<file path="config.mk">
export PLATFORM = sky130hd
export DESIGN_NAME = tl_phase_sched
export DESIGN_NICKNAME = d
export VERILOG_FILES = /design/src/rtl/tl_phase_sched.sv
export SDC_FILE = /design/constraint.sdc
export NUM_CORES = 1
export LEC_CHECK = 0
export ABC_AREA = 1
export BUFFER_PORTS_ARGS = -buffer_cell sky130_fd_sc_hd__buf_2
export CAP_MARGIN = 10
export CORE_MARGIN = 1
export CORE_UTILIZATION = 55
export DETAILED_ROUTE_END_ITERATION = 12
export MAX_ROUTING_LAYER = met4
export PLACE_DENSITY = 0.86
export SETUP_SLACK_MARGIN = 0.05
export SLEW_MARGIN = 20
export SYNTH_ARGS = -nofsm -noshare
export SYNTH_HDL_FRONTEND = slang
export SYNTH_SLANG_ARGS = --single-unit
</file>
<file path="constraint.sdc">
create_clock -name clk -period 3.5 [get_ports clk]
set_input_delay 0.175 -clock clk [delete_from_list [all_inputs] [get_ports clk]]
set_output_delay 0.175 -clock clk [all_outputs]
set_load 0.005 [all_outputs]
</file>
<file path="src/rtl/tl_phase_sched.sv">
// Traffic-light phase scheduler: four road phases plus a pedestrian walk,
// served round-robin on demand with minimum/maximum green timing.
//
// state  | meaning
// GREEN  | served phase has right of way (or walk if phase=P4 is in WALK)
// YELLOW | served road's lamp is yellow, next phase already latched
// ALLRED | clearance, both roads red; phase still shows the previous phase
// WALK   | pedestrian phase P4, both roads red, walk lamp on
module tl_phase_sched #(
  parameter int GREEN_MIN = 4,
  parameter int GREEN_MAX = 12,
  parameter int YELLOW_T  = 2,
  parameter int ALLRED_T  = 1,
  parameter int WALK_T    = 6
) (
  input  logic       clk,
  input  logic       reset_n,
  input  logic       Ta,
  input  logic       Tal,
  input  logic       Tb,
  input  logic       Tbl,
  input  logic       ped_req,
  output logic [1:0] La,
  output logic [1:0] Lb,
  output logic       walk,
  output logic [2:0] phase
);

  typedef enum logic [1:0] {
    S_GREEN  = 2'd0,
    S_YELLOW = 2'd1,
    S_ALLRED = 2'd2,
    S_WALK   = 2'd3
  } state_t;

  localparam logic [1:0] LAMP_GREEN  = 2'b00;
  localparam logic [1:0] LAMP_YELLOW = 2'b01;
  localparam logic [1:0] LAMP_RED    = 2'b10;
  localparam logic [1:0] LAMP_LEFT   = 2'b11;

  localparam logic [7:0] GMIN_M1 = 8'(GREEN_MIN - 1);
  localparam logic [7:0] GMAX_M1 = 8'(GREEN_MAX - 1);
  localparam logic [7:0] YEL_M1  = 8'(YELLOW_T - 1);
  localparam logic [7:0] ARED_M1 = 8'(ALLRED_T - 1);
  localparam logic [7:0] WALK_M1 = 8'(WALK_T - 1);
  localparam logic [2:0] PH_WALK = 3'd4;

  state_t     r_state;
  state_t     w_state_nxt;
  logic [7:0] r_timer;
  logic [2:0] r_phase;
  logic [2:0] w_phase_nxt;
  logic [2:0] r_next_phase;
  logic [2:0] w_next_phase_nxt;
  logic       r_ped_pend;
  logic [7:0] w_dem;
  logic       w_own_dem;
  logic       w_cand_vld;
  logic [2:0] w_cand;
  logic [2:0] w_idx;
  logic       w_green_exit;
  logic       w_state_chg;

  // Demand per phase; upper bits pad the vector so any 3-bit index is legal.
  assign w_dem     = {3'b000, r_ped_pend, Tbl, Tb, Tal, Ta};
  assign w_own_dem = w_dem[r_phase];

  // Round-robin candidate: scan from farthest to nearest so the nearest
  // demanding phase after the current one wins; the current phase is skipped.
  always_comb begin
    w_cand_vld = 1'b0;
    w_cand     = 3'd0;
    w_idx      = 3'd0;
    for (int k = 4; k >= 1; k--) begin
      w_idx = 3'((int'(r_phase) + k) % 5);
      if (w_dem[w_idx]) begin
        w_cand_vld = 1'b1;
        w_cand     = w_idx;
      end
    end
  end

  // The max-green cap uses >= so demand arriving after a long rest still
  // ends a green whose own demand never drops.
  assign w_green_exit = (r_timer >= GMIN_M1) && w_cand_vld &&
                        (!w_own_dem || (r_timer >= GMAX_M1));

  // Next-state, next served phase and latched candidate.
  always_comb begin
    w_state_nxt      = r_state;
    w_phase_nxt      = r_phase;
    w_next_phase_nxt = r_next_phase;
    case (r_state)
      S_GREEN: begin
        if (w_green_exit) begin
          w_state_nxt      = S_YELLOW;
          w_next_phase_nxt = w_cand;
        end
      end
      S_YELLOW: begin
        if (r_timer == YEL_M1) w_state_nxt = S_ALLRED;
      end
      S_ALLRED: begin
        if (r_timer == ARED_M1) begin
          w_state_nxt = (r_next_phase == PH_WALK) ? S_WALK : S_GREEN;
          w_phase_nxt = r_next_phase;
        end
      end
      S_WALK: begin
        if (r_timer == WALK_M1) begin
          w_state_nxt      = S_ALLRED;
          w_next_phase_nxt = w_cand_vld ? w_cand : 3'd0;
        end
      end
      default: w_state_nxt = S_GREEN;
    endcase
  end

  assign w_state_chg = (w_state_nxt != r_state);

  // State, phase and timer registers; timer restarts on every state entry
  // and saturates while green rests.
  always_ff @(posedge clk or negedge reset_n) begin
    if (!reset_n) begin
      r_state      <= S_GREEN;
      r_phase      <= 3'd0;
      r_next_phase <= 3'd0;
      r_timer      <= 8'd0;
    end else begin
      r_state      <= w_state_nxt;
      r_phase      <= w_phase_nxt;
      r_next_phase <= w_next_phase_nxt;
      if (w_state_chg)           r_timer <= 8'd0;
      else if (r_timer != 8'hFF) r_timer <= r_timer + 8'd1;
    end
  end

  // Pedestrian latch: a request in the walk-entry cycle wins over the clear.
  always_ff @(posedge clk or negedge reset_n) begin
    if (!reset_n)                                      r_ped_pend <= 1'b0;
    else if (ped_req)                                  r_ped_pend <= 1'b1;
    else if (w_state_chg && (w_state_nxt == S_WALK))   r_ped_pend <= 1'b0;
  end

  // Lamp decode from registered state and phase only.
  always_comb begin
    La   = LAMP_RED;
    Lb   = LAMP_RED;
    walk = 1'b0;
    case (r_state)
      S_GREEN: begin
        case (r_phase)
          3'd0:    La = LAMP_GREEN;
          3'd1:    La = LAMP_LEFT;
          3'd2:    Lb = LAMP_GREEN;
          3'd3:    Lb = LAMP_LEFT;
          default: ;
        endcase
      end
      S_YELLOW: begin
        if (r_phase <= 3'd1)      La = LAMP_YELLOW;
        else if (r_phase <= 3'd3) Lb = LAMP_YELLOW;
      end
      S_WALK:  walk = 1'b1;
      default: ;
    endcase
  end

  assign phase = r_phase;

endmodule

</file>
==> impl_summary.log <==
[metrics] slack of the worst reg-to-reg path: between 150 and 200 ps
[metrics] critical path peak fanout: 8
[metrics] max_slew headroom: 0.579
[metrics] Setup WS post-layout: between 150 and 200 ps
[metrics] Util after Layout: 0.670
[metrics] setup-violating endpoint count in the final report: 0
[metrics] pin count of the biggest net entering global routing: 22
[metrics] diode count: 0
[metrics] growth of design area from synthesis to finish: 16.3%
[metrics] number of instances in the synthesized netlist: between 300 and 400
[metrics] Tcrit/Tclk final: 0.945
[metrics] Tightest Hold Check Type: in -> reg
[metrics] library cell with the largest summed area after synthesis: dfrtp_1
[metrics] top cells by area in the synthesized netlist: dfrtp_1 18%, ha_1 15%, nand2_1 14%, nand3_1 9.7%, inv_1 7.4%
[metrics] mean number of vias per cell: between 5 and 6
[metrics] vias in the first global route: between 2000 and 2500
[metrics] I/O pin total: 15
[metrics] critical path class: reg -> reg
[metrics] Worst Setup End Kind: flip-flop
[metrics] drt pass-1 iters: 5
[metrics] endpoints failing hold: 0
[metrics] number of H-tree branching levels: 1
[metrics] Final Wtd Congestion: 0.892
[metrics] antenna-violating nets left: 0
[metrics] outcome: finished clean
[metrics] critical path required time: approximately 3600 ps
[metrics] CTS Root Cell: clkbuf_8
[metrics] clock latency reported for the late side of the worst-skew pair: 250 ps
[metrics] CTS tree: done
[metrics] synthesized area: approximately 2300 um2
[metrics] std cell rows: 23
[metrics] HPWL Detailed: roughly 4400 um
[metrics] Worst Skew: ~1.2 ps
[metrics] total nets after synthesis: between 300 and 400
[metrics] highest clock rate: just over 300 MHz
[metrics] commonest non-fill, non-tap cells in the layout: 86 x nand2_1, 45 x nand3_1, 40 x inv_1
[metrics] share of Yosys cell area claimed by the top area cell type: 0.183
[metrics] clock-pin slew reported for the worst setup and hold paths after clock tree synthesis: roughly 60 ps
[metrics] final hold slack: 113 ps
[metrics] Longest Clk Path Bufs: 2
[metrics] remaining design rule violation count: 0
[metrics] number of clock sinks seen by CTS: 17
[metrics] overall global routing resource usage: 0.279
[metrics] share of cells above drive strength 1: 0.249
[metrics] total wire length: 5830 um
[metrics] total of flip-flops plus latches after synthesis: 17
[metrics] Final min period: about 3300 ps
[metrics] sum of negative setup slack: 0 ps
[metrics] critical path's slowest cell: dfrtp_1
[metrics] Crit path buffers/inverters: 5
[metrics] critical path arrival: between 3000 and 4000 ps
[metrics] wire length per cell: 13.5 um
[metrics] max-cap check violation count: 0
[metrics] Die ar.: ~4500 um2
[metrics] mean instance size in the synthesized netlist: 6.48 um2
[metrics] floorplan core area: 4030 um2
[metrics] most common library cell in the layout ignoring fill and taps: nand2_1
[metrics] initial core utilization: 0.576
[metrics] largest stage delay on the critical path: ~380 ps
[metrics] number of antenna violations at the first check in global routing: 0
[metrics] Seq/Total Area, Yosys: 0.183
[metrics] Setup crit start kind: flip-flop
[metrics] Max Slew Vio Count: 0
[metrics] total congestion overflow after global routing: 0
[metrics] worst-margin pin slew: roughly 630 ps
[metrics] Worst path most repeated cell: nand2_1
[metrics] number of buffers created by CTS: 3
[metrics] delay-heaviest family, CP: simple AND/OR/NAND/NOR gates
[metrics] number of inserted filler cells in the final layout: ~340
[metrics] wire length of the first global-routing pass: 9410 um
[metrics] number of violations reported at the end of detailed-routing iteration 0: about 150
[metrics] total number of vias: between 2000 and 2500
[metrics] Chip Height: about 67 um
[metrics] count of input and output buffers: 14
[metrics] number of unique standard cell types used by synthesis: 39
[metrics] worst slack at placement: approximately 95 ps
[metrics] Final nets: between 400 and 500
[metrics] horizontal die dimension: 66.9 um
[metrics] Ys Warns: 0
## state kept, by name, indices dropped and copies added, names as in the netlist
name	cells
phase	3
r_next_phase	3
r_ped_pend	1
r_state	2
r_timer	8
## metrics by stage
step | instance area (um2) | cells
finish | 2700 | 431
global route | 2700 | 431
CTS | 2540 | 427
detailed placement | 2480 | 422
global placement | 2480 | 422
floorplan | 2350 | 358
## cells in the mapped netlist
library cell,n
a211oi_1,1
a21boi_0,1
a21oi_1,4
a21oi_2,2
a31oi_1,1
a32o_1,1
a32oi_1,1
a41oi_1,1
buf_2,3
buf_4,1
clkbuf_1,1
clkinv_2,1
dfrtp_1,17
ha_1,27
inv_1,46
inv_2,5
maj3_1,1
nand2_1,89
nand2_2,17
nand2_4,5
nand3_1,45
nand3_2,3
nand3b_1,3
nand4_1,7
nor2_1,20
nor2_2,9
nor3_1,2
nor4_1,3
o211ai_1,1
o21ai_0,22
o21ai_1,3
o21ai_2,1
o21bai_1,2
o221ai_1,1
o22ai_1,1
or2_2,3
xnor2_1,3
xor2_1,3
xor2_2,1
## kinds of logic after synthesis
logic type	count (synthesis)	synth area share
AND/OR/NAND/NOR	206	0.430
buffers and inverters	57	0.0960
AO/OA/AOI/OAI	43	0.111
adder cells (fa/ha/maj)	28	0.150
flip-flops	17	0.183
XOR/XNOR	7	0.0297
## final timing paths
kind | from | endpoint | depth (start not counted)
worst max-delay path | phase[1] | r_timer[2] | 29
worst min-delay path | ped_req | r_ped_pend | 2
worst max register to register | phase[1] | r_timer[2] | 29
worst min register to register | r_next_phase[2] | r_next_phase[2] | 2
max in group asynchronous | reset_n | phase[0] | 2
min in group asynchronous | reset_n | r_timer[3] | 2
## layer usage
metal	GRT usage	wire [um]	vias to the layer above
li1	-	-	1219
met1	0.330	2430	1078
met2	0.479	2980	67
met3	0.0240	255	15
met4	0.125	164	0
met5	-	0	-
## layout make-up
| type | count | area (um2) | share of cell area |
|---|---|---|---|
| Inverter | 52 | 199 | 0.0737 |
| Timing Repair Buffer | 24 | 155 | 0.0575 |
| Sequential cell | 17 | 427 | 0.158 |
| Multi-Input combinational cell | 284 | 1810 | 0.670 |
| Clock buffer | 3 | 41.3 | 0.0153 |
| Clock inverter | 1 | 5.00 | 0.00186 |
| Tap cell | 50 | 62.6 | 0.0232 |
## repair_timing
| item | 4_1_cts | 5_1_grt |
|---|---|---|
| resized for setup | 0 | 30 |
| setup buffers | 0 | 4 |
| hold endpoints to repair | 17 | 0 |
| endpoints found under the setup margin | 0 | 12 |
| hold buffers | 1 | 0 |
Power is not shown: default switching activity piles up to over one toggle a cycle in this logic, so the estimate is an artifact.
